## src/rtl/pipeline_hazard_ctrl.sv

```systemverilog
// Stall/flush sequencer for the 5-stage pipeline: load-use interlock, data-memory wait freeze,
// taken-branch IF/ID flush, and a saturating stall-cycle performance counter.
module pipeline_hazard_ctrl #(
    parameter int unsigned TIMEOUT = 255,
    parameter int unsigned TO_W    = 8,
    parameter int unsigned PERF_W  = 32
) (
    input  logic              clk_i,
    input  logic              rst_i,
    input  logic              IDEX_MemRead_i,
    input  logic [4:0]        IDEX_RTaddr_i,
    input  logic [4:0]        IFID_RSaddr_i,
    input  logic [4:0]        IFID_RTaddr_i,
    input  logic              branch_taken_i,
    input  logic              dmem_req_i,
    input  logic              dmem_ack_i,
    output logic              PC_hold_o,
    output logic              IFID_hold_o,
    output logic              IFID_flush_o,
    output logic              IDEX_hold_o,
    output logic              IDEX_bubble_o,
    output logic              EXMEM_hold_o,
    output logic              MEMWB_bubble_o,
    output logic              err_o,
    output logic [PERF_W-1:0] stall_cnt_o
);

    typedef enum logic [0:0] {
        StRun,
        StMemWait
    } state_e;

    localparam logic [TO_W-1:0] ToLast = TO_W'(TIMEOUT - 1);

    state_e            state_q, state_d;
    logic [TO_W-1:0]   to_cnt_q, to_cnt_d;
    logic              pend_flush_q, pend_flush_d;
    logic              err_q, err_d;
    logic [PERF_W-1:0] stall_cnt_q, stall_cnt_d;

    logic lu;
    logic miss;
    logic timeout_hit;

    logic pc_hold;
    logic ifid_hold;
    logic ifid_flush;
    logic idex_hold;
    logic idex_bubble;
    logic exmem_hold;
    logic memwb_bubble;

    assign lu = IDEX_MemRead_i && (IDEX_RTaddr_i != 5'd0) &&
                ((IDEX_RTaddr_i == IFID_RSaddr_i) || (IDEX_RTaddr_i == IFID_RTaddr_i));
    assign miss = dmem_req_i && !dmem_ack_i;

    // Forced release on the last allowed wait cycle keeps a dead memory from hanging the core.
    assign timeout_hit = (state_q == StMemWait) && !dmem_ack_i && (to_cnt_q == ToLast);

    always_comb begin
        state_d      = state_q;
        to_cnt_d     = to_cnt_q;
        pend_flush_d = pend_flush_q;
        err_d        = err_q;
        pc_hold      = 1'b0;
        ifid_hold    = 1'b0;
        ifid_flush   = 1'b0;
        idex_hold    = 1'b0;
        idex_bubble  = 1'b0;
        exmem_hold   = 1'b0;
        memwb_bubble = 1'b0;

        case (state_q)
            StRun: begin
                if (miss) begin
                    pc_hold      = 1'b1;
                    ifid_hold    = 1'b1;
                    idex_hold    = 1'b1;
                    exmem_hold   = 1'b1;
                    memwb_bubble = 1'b1;
                    state_d      = StMemWait;
                    to_cnt_d     = '0;
                    // A branch taken while frozen is flushed on the release cycle.
                    pend_flush_d = branch_taken_i;
                end else if (lu) begin
                    // Branch operands are not yet resolved; ID re-evaluates it next cycle.
                    pc_hold     = 1'b1;
                    ifid_hold   = 1'b1;
                    idex_bubble = 1'b1;
                end else if (branch_taken_i) begin
                    ifid_flush = 1'b1;
                end
            end
            StMemWait: begin
                if (dmem_ack_i || timeout_hit) begin
                    ifid_flush   = pend_flush_q;
                    pend_flush_d = 1'b0;
                    state_d      = StRun;
                    if (timeout_hit) begin
                        err_d = 1'b1;
                    end
                end else begin
                    pc_hold      = 1'b1;
                    ifid_hold    = 1'b1;
                    idex_hold    = 1'b1;
                    exmem_hold   = 1'b1;
                    memwb_bubble = 1'b1;
                    to_cnt_d     = to_cnt_q + TO_W'(1);
                end
            end
            default: begin
                state_d = StRun;
            end
        endcase
    end

    always_comb begin
        stall_cnt_d = stall_cnt_q;
        if (pc_hold && (stall_cnt_q != {PERF_W{1'b1}})) begin
            stall_cnt_d = stall_cnt_q + PERF_W'(1);
        end
    end

    always_ff @(posedge clk_i or negedge rst_i) begin
        if (!rst_i) begin
            state_q      <= StRun;
            to_cnt_q     <= '0;
            pend_flush_q <= 1'b0;
            err_q        <= 1'b0;
            stall_cnt_q  <= '0;
        end else begin
            state_q      <= state_d;
            to_cnt_q     <= to_cnt_d;
            pend_flush_q <= pend_flush_d;
            err_q        <= err_d;
            stall_cnt_q  <= stall_cnt_d;
        end
    end

    // Combinational controls are forced low for as long as reset is held.
    assign PC_hold_o      = pc_hold && rst_i;
    assign IFID_hold_o    = ifid_hold && rst_i;
    assign IFID_flush_o   = ifid_flush && rst_i;
    assign IDEX_hold_o    = idex_hold && rst_i;
    assign IDEX_bubble_o  = idex_bubble && rst_i;
    assign EXMEM_hold_o   = exmem_hold && rst_i;
    assign MEMWB_bubble_o = memwb_bubble && rst_i;
    assign err_o          = err_q;
    assign stall_cnt_o    = stall_cnt_q;

    bubble_hold_exclusive_a: assert property (
        @(posedge clk_i) disable iff (!rst_i) !(IDEX_bubble_o && IDEX_hold_o)
    );

endmodule

```

## config.mk

```make
export PLATFORM = sky130hd
export DESIGN_NAME = pipeline_hazard_ctrl
export DESIGN_NICKNAME = d
export VERILOG_FILES = /design/src/rtl/pipeline_hazard_ctrl.sv
export SDC_FILE = /design/constraint.sdc
export NUM_CORES = 1
export LEC_CHECK = 0
export BUFFER_PORTS_ARGS = -buffer_cell sky130_fd_sc_hd__buf_2
export CORE_MARGIN = 3
export CORE_UTILIZATION = 47
export DETAILED_ROUTE_END_ITERATION = 16
export GPL_ROUTABILITY_DRIVEN = 0
export PLACE_DENSITY_LB_ADDON = 0.2
export SYNTH_ARGS = -nofsm -noshare
export SYNTH_HDL_FRONTEND = slang
export SYNTH_SLANG_ARGS = --single-unit
export TNS_END_PERCENT = 20
```

## constraint.sdc

```tcl
create_clock -name clk_i -period 2 [get_ports clk_i]
set_input_delay 0 -clock clk_i [delete_from_list [all_inputs] [get_ports clk_i]]
set_output_delay 0 -clock clk_i [all_outputs]
set_load 0.01 [all_outputs]
```

==> run metrics, run 1 <==
status finished, final reports clean; Placement Setup Slack approximately 0.012 ns; via count about 2000; total routed wirelength 4.962 mm; number of fill cells 357; DP Wirelength between 3 and 4 mm; first-pass GRT wire length slightly below 8 mm; total gr overflow 0; Area Growth Syn to Fin 33.48%; worst hold path type primary input to flip-flop; share of post-route cells with drive strength above 1 about 39%; Pwr Density about 830 nW/um2; vias per cell between 5 and 6; RSZ-0062 raised after global routing true; CTS Sinks 43; die area 5722 um2; register area share after synthesis ~47%; Post-Syn Area 2280 um2; first-pass iteration count of the detailed router 4; final setup fails 0; CTS tree built; FMAX roughly 0.5 GHz; crit start category flip-flop; CTS Buffer Depth 2; IO buf count 60; asr flop ratio synth 100.0%; post-route ant nets 0; die width roughly 76 um; Max Slew Vio Count 0; Final min period approximately 2.0 ns; Synth Flop Type dfrtp_1; Ports 61; fin nets 337; Iter 0 DRT Violations 92; Max H-tree Level 2; syn_area_per_cell 10.41 um2; DR WL/cell 13.56 um; Post-synth EDFFs 0; initial core utilization a little over 50%; Worst VDD drop around 0.00092 V; synth unique cells 37; Arr. time, crit path between 2 and 2.5 ns; leakage 1.509 nW; maximum number of pins on one net before global-route repair 26; Yosys reg bits 43; maxcap violations 0; FP Rows 24; CTS Root Cell clkbuf_8; Worst-path clk slew 0.09 ns; post-route setup TNS 0 ns; DRC violations left 0; TritonCTS buffer count 5; Tot GR Track Use 17.92%; Yosys top cell by area dfrtp_1; Yosys top cell area share 47.20%; Fin Clk Skew 0.01066 ns; Worst Setup Path Type flip-flop to flip-flop; Critical Path RT around 2.2 ns; crit-path max FO 5; Clock Latency Late Sink 0.29 ns; Ant. Diodes 0; Rel. slew slack 60.07%; Syn Inst Count 219; number of global-route vias before repair 1828; period utilization 97.67%; Synth Net Count about 240; die height between 70 and 80 um; YS warnings 0; Synth area leaders dfrtp_1 47%, xnor2_1 10%, xor2_1 6.5%; Crit. End Element flip-flop; initial antenna violation count 0; core box area 4504 um2; final hold vios 0; Worst Slack Setup Final 0.04666 ns; actual slew at the worst max-slew pin 0.5977 ns
## cell families (layout without fill, tap and decap cells)
family | after synthesis | in the layout | share of synthesized area [%]
and+or+nand+nor | 96 | 96 | 23.55
AOI/OAI and AO/OA | 21 | 21 | 7.135
adders and majority gates | 3 | 3 | 1.647
muxes | 3 | 3 | 1.482
xor gates and xnor gates | 44 | 44 | 16.90
buffers and inverters | 9 | 104 | 2.086
DFF | 43 | 43 | 47.20
## power by group
group / total (W) / internal, W / switching [W]
combinational: 0.000740 / 0.000368 / 0.000372
sequential: 0.00108 / 0.000974 / 0.000111
clock: 0.000702 / 0.000404 / 0.000297
total: 0.00253 / 0.00175 / 0.000781
## worst max-delay path: stages (launching register included)
cell and delay (ns):
dfrtp_1 0.36, and3_4 0.22, nand3_4 0.08, or4_4 0.55, a31oi_4 0.16, and3_4 0.23
nand4_1 0.11, xnor2_1 0.14
## layout make-up
| class | instances | area, um2 | area share [%] |
|---|---|---|---|
| Clock buffer | 6 | 82.58 | 2.714 |
| Clock inverter | 2 | 35.03 | 1.151 |
| Inverter | 2 | 7.507 | 0.2467 |
| Multi-Input combinational cell | 167 | 1215 | 39.93 |
| Sequential cell | 43 | 1076 | 35.36 |
| Tap cell | 52 | 65.06 | 2.138 |
| Timing Repair Buffer | 94 | 561.8 | 18.46 |
## cell usage after synthesis (2+ instances only)
cell type / number
nand4_1: 17
buf_4: 3
a22o_1: 5
xor2_1: 17
ha_1: 3
nand2_1: 23
buf_2: 2
mux2_2: 3
and3_1: 11
and4_1: 4
dfrtp_1: 43
nand3_1: 9
and3_4: 2
and2_1: 5
nand3_2: 2
o21ai_0: 5
inv_1: 2
a21oi_1: 3
clkbuf_1: 2
o21ai_1: 2
xnor2_1: 27
nor2_1: 13
nor3_1: 2
## metal layers
metal | up-vias | GRT usage, % | wire [um]
met5 | - | 0 | 0
met4 | 0 | 4.078 | 22
met3 | 2 | 4.485 | 268
met2 | 49 | 29.05 | 2294
met1 | 939 | 24.31 | 2376
li1 | 960 | - | -
## worst paths after layout
check / startpoint / depth (start not counted) / end / slack, ns
min in group asynchronous: rst_i / 2 / stall_cnt_o[1]$_DFFE_PN0P_ / 0.21
max in group asynchronous: rst_i / 3 / stall_cnt_o[14]$_DFFE_PN0P_ / 1.11
max reg2reg: stall_cnt_o[11]$_DFFE_PN0P_ / 7 / stall_cnt_o[25]$_DFFE_PN0P_ / 0.05
min reg2reg: err_o$_DFFE_PN0P_ / 1 / err_o$_DFFE_PN0P_ / 0.48
min: dmem_ack_i / 3 / to_cnt_q[6]$_DFFE_PN0P_ / 0.05
max: stall_cnt_o[11]$_DFFE_PN0P_ / 7 / stall_cnt_o[25]$_DFFE_PN0P_ / 0.05
## layout by cell type, fill, tap and decap left out, types with 6 or more instances in the layout
cell type and n:
buf_2 60, dfrtp_1 43, buf_4 32, xnor2_1 27, nand2_1 23, xor2_1 17
nand4_1 17, nor2_1 13, nand3_1 9, and3_1 6, and3_4 6, clkbuf_8 6
## sequential cells by signal, summed over array words and instances (netlist names)
register	count
stall_cnt_o	32
to_cnt_q	8
err_o	1
pend_flush_q	1
state_q	1
## through the flow
stage	area (um2)	total power, W	std cells	util, %	hold WS (ns)
finish	3043	0.002526	366	67.56	0.05354
global route	3043	0.002672	366	67.56	0.07558
CTS	2968	0.002471	363	65.89	0.04662
detailed placement	2830	0.001758	354	62.83	-0.001885
global placement	2830	0.001746	354	62.83	-0.001804
floorplan	2283	0.001443	219	-	-0.2956
## repair_timing
item                                   CTS  global route
pin swaps                                0             5
setup buffers                            0             3
gates resized for setup                  2            12
setup endpoints to repair                5            22
hold buffers                             1             0
endpoints found under the hold margin   20             0
Note: power is estimated with default switching activity, not from simulation.
==> inputs of run 2 (changes only) <==
- ABC_AREA: not set -> 1
- CORE_UTILIZATION: 47 -> 50
- TNS_END_PERCENT: 20 -> not set
==> run 2 against run 1 <==
Net effect:
- maximum frequency up 9.4%
- clock-buffer cell count is 1 higher
- power is 18% lower
- global-route usage is 5.0 points higher
- area after synthesis is 34% higher
- clock power shrank 23%
- combinational power fell by 29%
- via count is 66% higher
- first-iteration DRC count up 140%
- critical endpoint is now MEMWB_bubble_o
- largest power group unchanged
==> run metrics, run 2 <==
worst hold path type primary input to flip-flop; WL met2 3.690 mm (+61%); total gr overflow 0 (unchanged); TritonCTS buffer count 5 (unchanged); via count 3235 (+66%); Max Slew Vio Count 0 (unchanged); post-route setup TNS 0 ns (unchanged); Fin Clk Skew 0.005648 ns (-0.005009 ns); vias per cell 5.365 (+0.69%); CTS Buffer Depth 2 (unchanged); HP Start dmem_ack_i; largest family of logic cells by synthesized area simple AND/OR/NAND/NOR gates; CTS tree built; Hold Crit Endpoint err_o$_DFFE_PN0P_; Post-Syn Area 3057 um2 (+34%); Max H-tree Level 2 (unchanged); compound-gate portion of the synthesized area 2.702% (-4.4 points); die width 84.19 um (+11%); count leader, synth nand2_1; initial core utilization 53.54% (+2.9 points); first-pass GRT wire length 13.52 mm (+71%); Yosys top cell area share 35.20% (-12 points); DR WL/cell 13.02 um (-3.9%); Register-to-Register Setup Slack 0.22 ns (+0.17 ns); max incr delay on CP 0.41 ns (-0.14 ns); Crit. End Element output port; die area 7087 um2 (+24%); Pwr Density 586.5 nW/um2 (-29%); Ant. Diodes 0 (unchanged); Worst Setup Path Type flip-flop to output port; Critical Path RT 2.00 ns (-0.18 ns); crit-path max FO 7 (+2); CTS Root Cell clkbuf_8; commonest non-fill, non-tap cells in the layout 196 x nand2_1, 64 x nor2_1, 60 x buf_2; Synth area leaders dfrtp_1 35%, nand2_1 24%, nor2_1 7.9%; crit start category flip-flop; CP top delay family simple AND/OR/NAND/NOR gates; fin nets 554 (+64%); max FFs per register 32 (unchanged); Synth Net Count 489 (+100%); maxcap violations 0 (unchanged); actual slew at the worst max-slew pin 0.5037 ns (-0.09397 ns); Syn Inst Count 465 (+110%); Worst-path clk slew 0.08 ns (about the same); most common cell after layout, fill and taps aside nand2_1; Crit-path slowest cell dfrtp_1; DRC violations left 0 (unchanged); Area Growth Syn to Fin 16.13%; synth unique cells 27 (-27%); mux cell area share after synthesis 0% (-1.5 points); post-route ant nets 0 (unchanged); Final min period 1.786 ns (-0.1673 ns); DP Area 3426 um2 (+21%); Clock Latency Late Sink 0.30 ns (about the same); Tot GR Track Use 22.93% (+5.0 points); CP Buf/Inv Count 2 (+2); period utilization 89.30% (-8.4 points); Worst R2R Start stall_cnt_o[1]$_DFFE_PN0P_; register area share after synthesis 35.20% (-12 points); Ports 61 (unchanged); status finished, final reports clean; Commonest cells post-synth 198 x nand2_1, 64 x nor2_1, 43 x dfrtp_1, 37 x nand4_1, 34 x inv_1; design area 3550 um2 (+17%); YS warnings 0 (unchanged); Adder-Cell Fraction of Synth Area 1.228% (-0.42 points); DP Wirelength 6.265 mm (+67%); Post-synth EDFFs 0 (unchanged); maximum number of pins on one net before global-route repair 26 (unchanged); post-synthesis simple-gate area fraction 47.44% (+24 points); Rel. slew slack 66.42% (+6.4 points); Iter 0 DRT Violations 218 (+140%); FMAX 0.5599 GHz (+9.4%); M1 WL 3.532 mm (+49%); final hold vios 0 (unchanged); RSZ-0062 raised after global routing false; reg2reg end stall_cnt_o[14]$_DFFE_PN0P_; Yosys top cell by area dfrtp_1; initial antenna violation count 0 (unchanged); Reg2Reg Depth 10 (+3); Synth Flop Type dfrtp_1; CTS Sinks 43 (unchanged); Arr. time, crit path 1.79 ns (-0.35 ns); top sig layer met4; number of global-route vias before repair 2940 (+61%); Hold Crit Depth 4 (+1); total routed wirelength 7.854 mm (+58%); syn_area_per_cell 6.574 um2 (-37%); routed wl met3 439 um (+64%); Yosys reg bits 43 (unchanged); final setup fails 0 (unchanged); critical path cell sequence ha_1, nand4_1, nand3_2, nand2_2, inv_2, nor2_1, buf_2; first-pass iteration count of the detailed router 4 (unchanged); core box area 5709 um2 (+27%); asr flop ratio synth 100.0% (unchanged); die height 84.19 um (+11%); FP Rows 27 (+13%); leakage 1.904 nW (+26%); IO buf count 60 (unchanged); Post-Synth XOR/XNOR Area 5.731% (-11 points); share of post-route cells with drive strength above 1 17.14% (-22 points); Worst VDD drop 0.0003271 V (-65%); overall power 0.002082 W (-18%)
run 2: cell types whose count changed after synthesis, sizes merged, moves of 5 or more:
cell    before  now
a22o         5    0
and2         5    0
and3        14    0
and4         5    0
buf          5   14
inv          2   35
nand2       23  199
nand3       11   16
nand3b       0   13
nand4       17   38
nor2        13   67
xnor2       27    6
run 2: per-layer routing:
| metal | vias up | track usage (%) |
|---|---|---|
| met3 | 17 | 3.631 |
| met1 | 1503 | 30.01 |
| met2 | 89 | 38.59 |
| li1 | 1626 | - |
| met5 | - | 0 |
| met4 | 0 | 7.895 |
run 2: worst max-delay path by stage:
stage	start	to	slack, ns	depth (start not counted)
after floorplan	stall_cnt_o[0]$_DFFE_PN0P_	stall_cnt_o[25]$_DFFE_PN0P_	0.22	9
after global placement	stall_cnt_o[0]$_DFFE_PN0P_	stall_cnt_o[31]$_DFFE_PN0P_	0.35	10
after detailed placement	stall_cnt_o[1]$_DFFE_PN0P_	stall_cnt_o[14]$_DFFE_PN0P_	0.26	10
after CTS	to_cnt_q[0]$_DFFE_PN0P_	EXMEM_hold_o	0.05	8
after global routing	state_q$_DFF_PN0_	IFID_hold_o	0.01	9
final	to_cnt_q[1]$_DFFE_PN0P_	MEMWB_bubble_o	0.21	7
run 2: cell families after synthesis:
group | after synthesis
xor+xnor | 20
flops | 43
fa+ha+maj | 3
simple gates | 334
compound gates | 14
buf+inv | 51
run 2: cell type report:
type / instances / area [um2]
fill: 561 / 2160
tap: 72 / 90.09
sequential: 43 / 1077
clock inverter: 1 / 5.005
clock buffer: 7 / 76.32
multi-input combinational: 371 / 1755
inverter: 35 / 131.4
timing repair buffer: 74 / 414.1
run 2: through the flow:
step	hold WS (ns)	worst slack, ns	cells	util (%)
after global routing	0.1213	0.01033	603	62.17
after CTS	0.06526	0.04697	602	61.82
final	0.07431	0.2139	603	62.17
after floorplan	-0.2956	0.2164	465	-
after detailed placement	-0.006874	0.2567	592	60.00
after global placement	-0.01105	0.3483	592	60.00
run 2: what timing repair did:
item	in CTS	in global routing
hold endpoints to repair	19	0
resized for setup	1	5
hold buffers	2	0
setup buffers	0	1
endpoints found under the setup margin	3	5
run 2: worst min-delay path: stages:
cell and delay, ns:
buf_2 0.08, nor2_1 0.04, nand4_1 0.14, nand2_1 0.07
run 2: report_power, final:
part / internal (W) / switching, W
combinational: 0.000201 / 0.000325
sequential: 0.000935 / 0.0000787
clock: 0.000246 / 0.000297
total: 0.00138 / 0.000701
==> inputs of run 3 (changes only) <==
- BUFFER_PORTS_ARGS: -buffer_cell sky130_fd_sc_hd__buf_2 -> -buffer_cell sky130_fd_sc_hd__clkbuf_2
==> run 3 against run 2 <==
Net effect:
- critical path depth is 1 higher
- die area is the same
- critical path type unchanged
- largest power group unchanged
- worst setup slack got worse by 0.11 ns
==> run metrics, run 3 (same netlist as run 2, synthesis figures left out) <==
Iter 0 DRT Violations 247 (+13%); CTS tree built; leakage 1.884 nW (-1.1%); via count 3134 (-3.1%); most common cell after layout, fill and taps aside nand2_1; commonest non-fill, non-tap cells in the layout 196 x nand2_1, 63 x nor2_1, 60 x clkbuf_2; final hold vios 0 (unchanged); die area 7087 um2 (unchanged); core box area 5709 um2 (unchanged); CTS Root Cell clkbuf_8; design area 3578 um2 (+0.81%); CP Buf/Inv Count 3 (+1); maxcap violations 0 (unchanged); Worst-path clk slew 0.09 ns (about the same); Crit. End Element output port; FP Rows 27 (unchanged); max FFs per register 32 (unchanged); Area Growth Syn to Fin 17.07%; actual slew at the worst max-slew pin 0.4235 ns (-0.08022 ns); period utilization 94.57% (+5.3 points); Clock Latency Late Sink 0.30 ns (about the same); crit-path max FO 7 (unchanged); Ports 61 (unchanged); IO buf count 60 (unchanged); first-pass GRT wire length 13.60 mm (+0.61%); maximum number of pins on one net before global-route repair 35 (+35%); vias per cell 5.206 (-3.0%); number of global-route vias before repair 2898 (-1.4%); first-pass iteration count of the detailed router 5 (+1); Register-to-Register Setup Slack 0.20 ns (-0.02 ns); share of post-route cells with drive strength above 1 17.36% (+0.22 points); initial antenna violation count 0 (unchanged); TritonCTS buffer count 5 (unchanged); status finished, final reports clean; DR WL/cell 13.22 um (+1.5%); Placement Setup Slack 0.2431 ns (-0.01360 ns); Worst VDD drop 0.0002858 V (-13%); initial core utilization 53.54% (unchanged); CTS Buffer Depth 2 (unchanged); fin nets 553 (-0.18%); Post-Layout Cell Count 602 (-0.17%); Pwr Density 604.9 nW/um2 (+3.1%); Worst Setup Path Type flip-flop to output port; die width 84.19 um (unchanged); die height 84.19 um (unchanged); FMAX 0.5287 GHz (-5.6%); Max Slew Vio Count 0 (unchanged); Worst Slack Setup Final 0.1085 ns (-0.1054 ns); Critical Path RT 2.00 ns (about the same); DP Area 3418 um2 (-0.22%); overall power 0.002164 W (+4.0%); total routed wirelength 7.956 mm (+1.3%); CP top delay family simple AND/OR/NAND/NOR gates; Fin Clk Skew 0.005665 ns (+0.00001673 ns); DP Wirelength 6.189 mm (-1.2%); Max H-tree Level 2 (unchanged); DRC violations left 0 (unchanged); Hold WS 0.1331 ns (+0.05878 ns); CTS Sinks 43 (unchanged); worst hold path type primary input to flip-flop; Ant. Diodes 0 (unchanged); post-route ant nets 0 (unchanged); placed cell count 591 (-0.17%); Final min period 1.891 ns (+0.1054 ns); total gr overflow 0 (unchanged); Arr. time, crit path 1.89 ns (+0.10 ns); final setup fails 0 (unchanged); Rel. slew slack 71.77% (+5.3 points); Crit-path slowest cell dfrtp_1; critical path cell sequence inv_1, ha_1, nand4_1, nand3_4, nand2_2, inv_2, nor2_1, clkbuf_2; max incr delay on CP 0.40 ns (about the same); crit start category flip-flop; Tot GR Track Use 23.31% (+0.38 points)
run 3: final timing paths:
| check | depth (start not counted) | to | startpoint |
|---|---|---|---|
| worst max-delay path | 8 | MEMWB_bubble_o | to_cnt_q[0]$_DFFE_PN0P_ |
| worst min-delay path | 4 | to_cnt_q[7]$_DFFE_PN0P_ | dmem_ack_i |
| worst max register to register | 10 | stall_cnt_o[12]$_DFFE_PN0P_ | stall_cnt_o[1]$_DFFE_PN0P_ |
| worst min register to register | 2 | err_o$_DFFE_PN0P_ | err_o$_DFFE_PN0P_ |
| max in group asynchronous | 3 | stall_cnt_o[2]$_DFFE_PN0P_ | rst_i |
| min in group asynchronous | 2 | to_cnt_q[3]$_DFFE_PN0P_ | rst_i |
run 3: final cells by class:
class | instances | area [um2]
repair buffers | 73 | 410.4
fillers | 560 | 2131
clock buffers | 7 | 96.34
clock inverters | 1 | 7.507
well taps | 72 | 90.09
inverters | 35 | 131.4
multi-input cells | 371 | 1765
flip-flops and latches | 43 | 1077
run 3: metal layers:
layer  vias to the layer above  global-route usage (%)  part of all wire (%)
li1                       1613                       -                     -
met1                      1425                   32.02                    45
met2                        85                   38.38                    48
met3                        11                   3.337                   5.2
met4                         0                   6.579                   1.5
met5                         -                       0                     0
run 3: what timing repair did:
item	4_1_cts	5_1_grt
cloned	0	0
setup buffers	0	1
hold endpoints to repair	10	0
pin swaps	0	0
resized for setup	1	7
setup endpoints to repair	3	5
hold buffers	2	0
run 3: worst min-delay path: stages:
cell and delay [ns]:
clkbuf_2 0.09, inv_1 0.09, nand3_4 0.14, o31ai_1 0.08
run 3: power breakdown:
group	switching [W]	internal [W]
Sequential	0.0000859	0.000935
Combinational	0.000320	0.000193
Clock	0.000317	0.000315
run 3: per-stage QoR:
| step | setup TNS, ns | util, % |
|---|---|---|
| 4_1_cts | 0 | 62.09 |
| 3_5_place_dp | 0 | 59.87 |
| 5_1_grt | -0.06142 | 62.68 |
| 3_3_place_gp | 0 | 59.87 |
| 6_report | 0 | 62.68 |
| 2_1_floorplan | 0 | - |
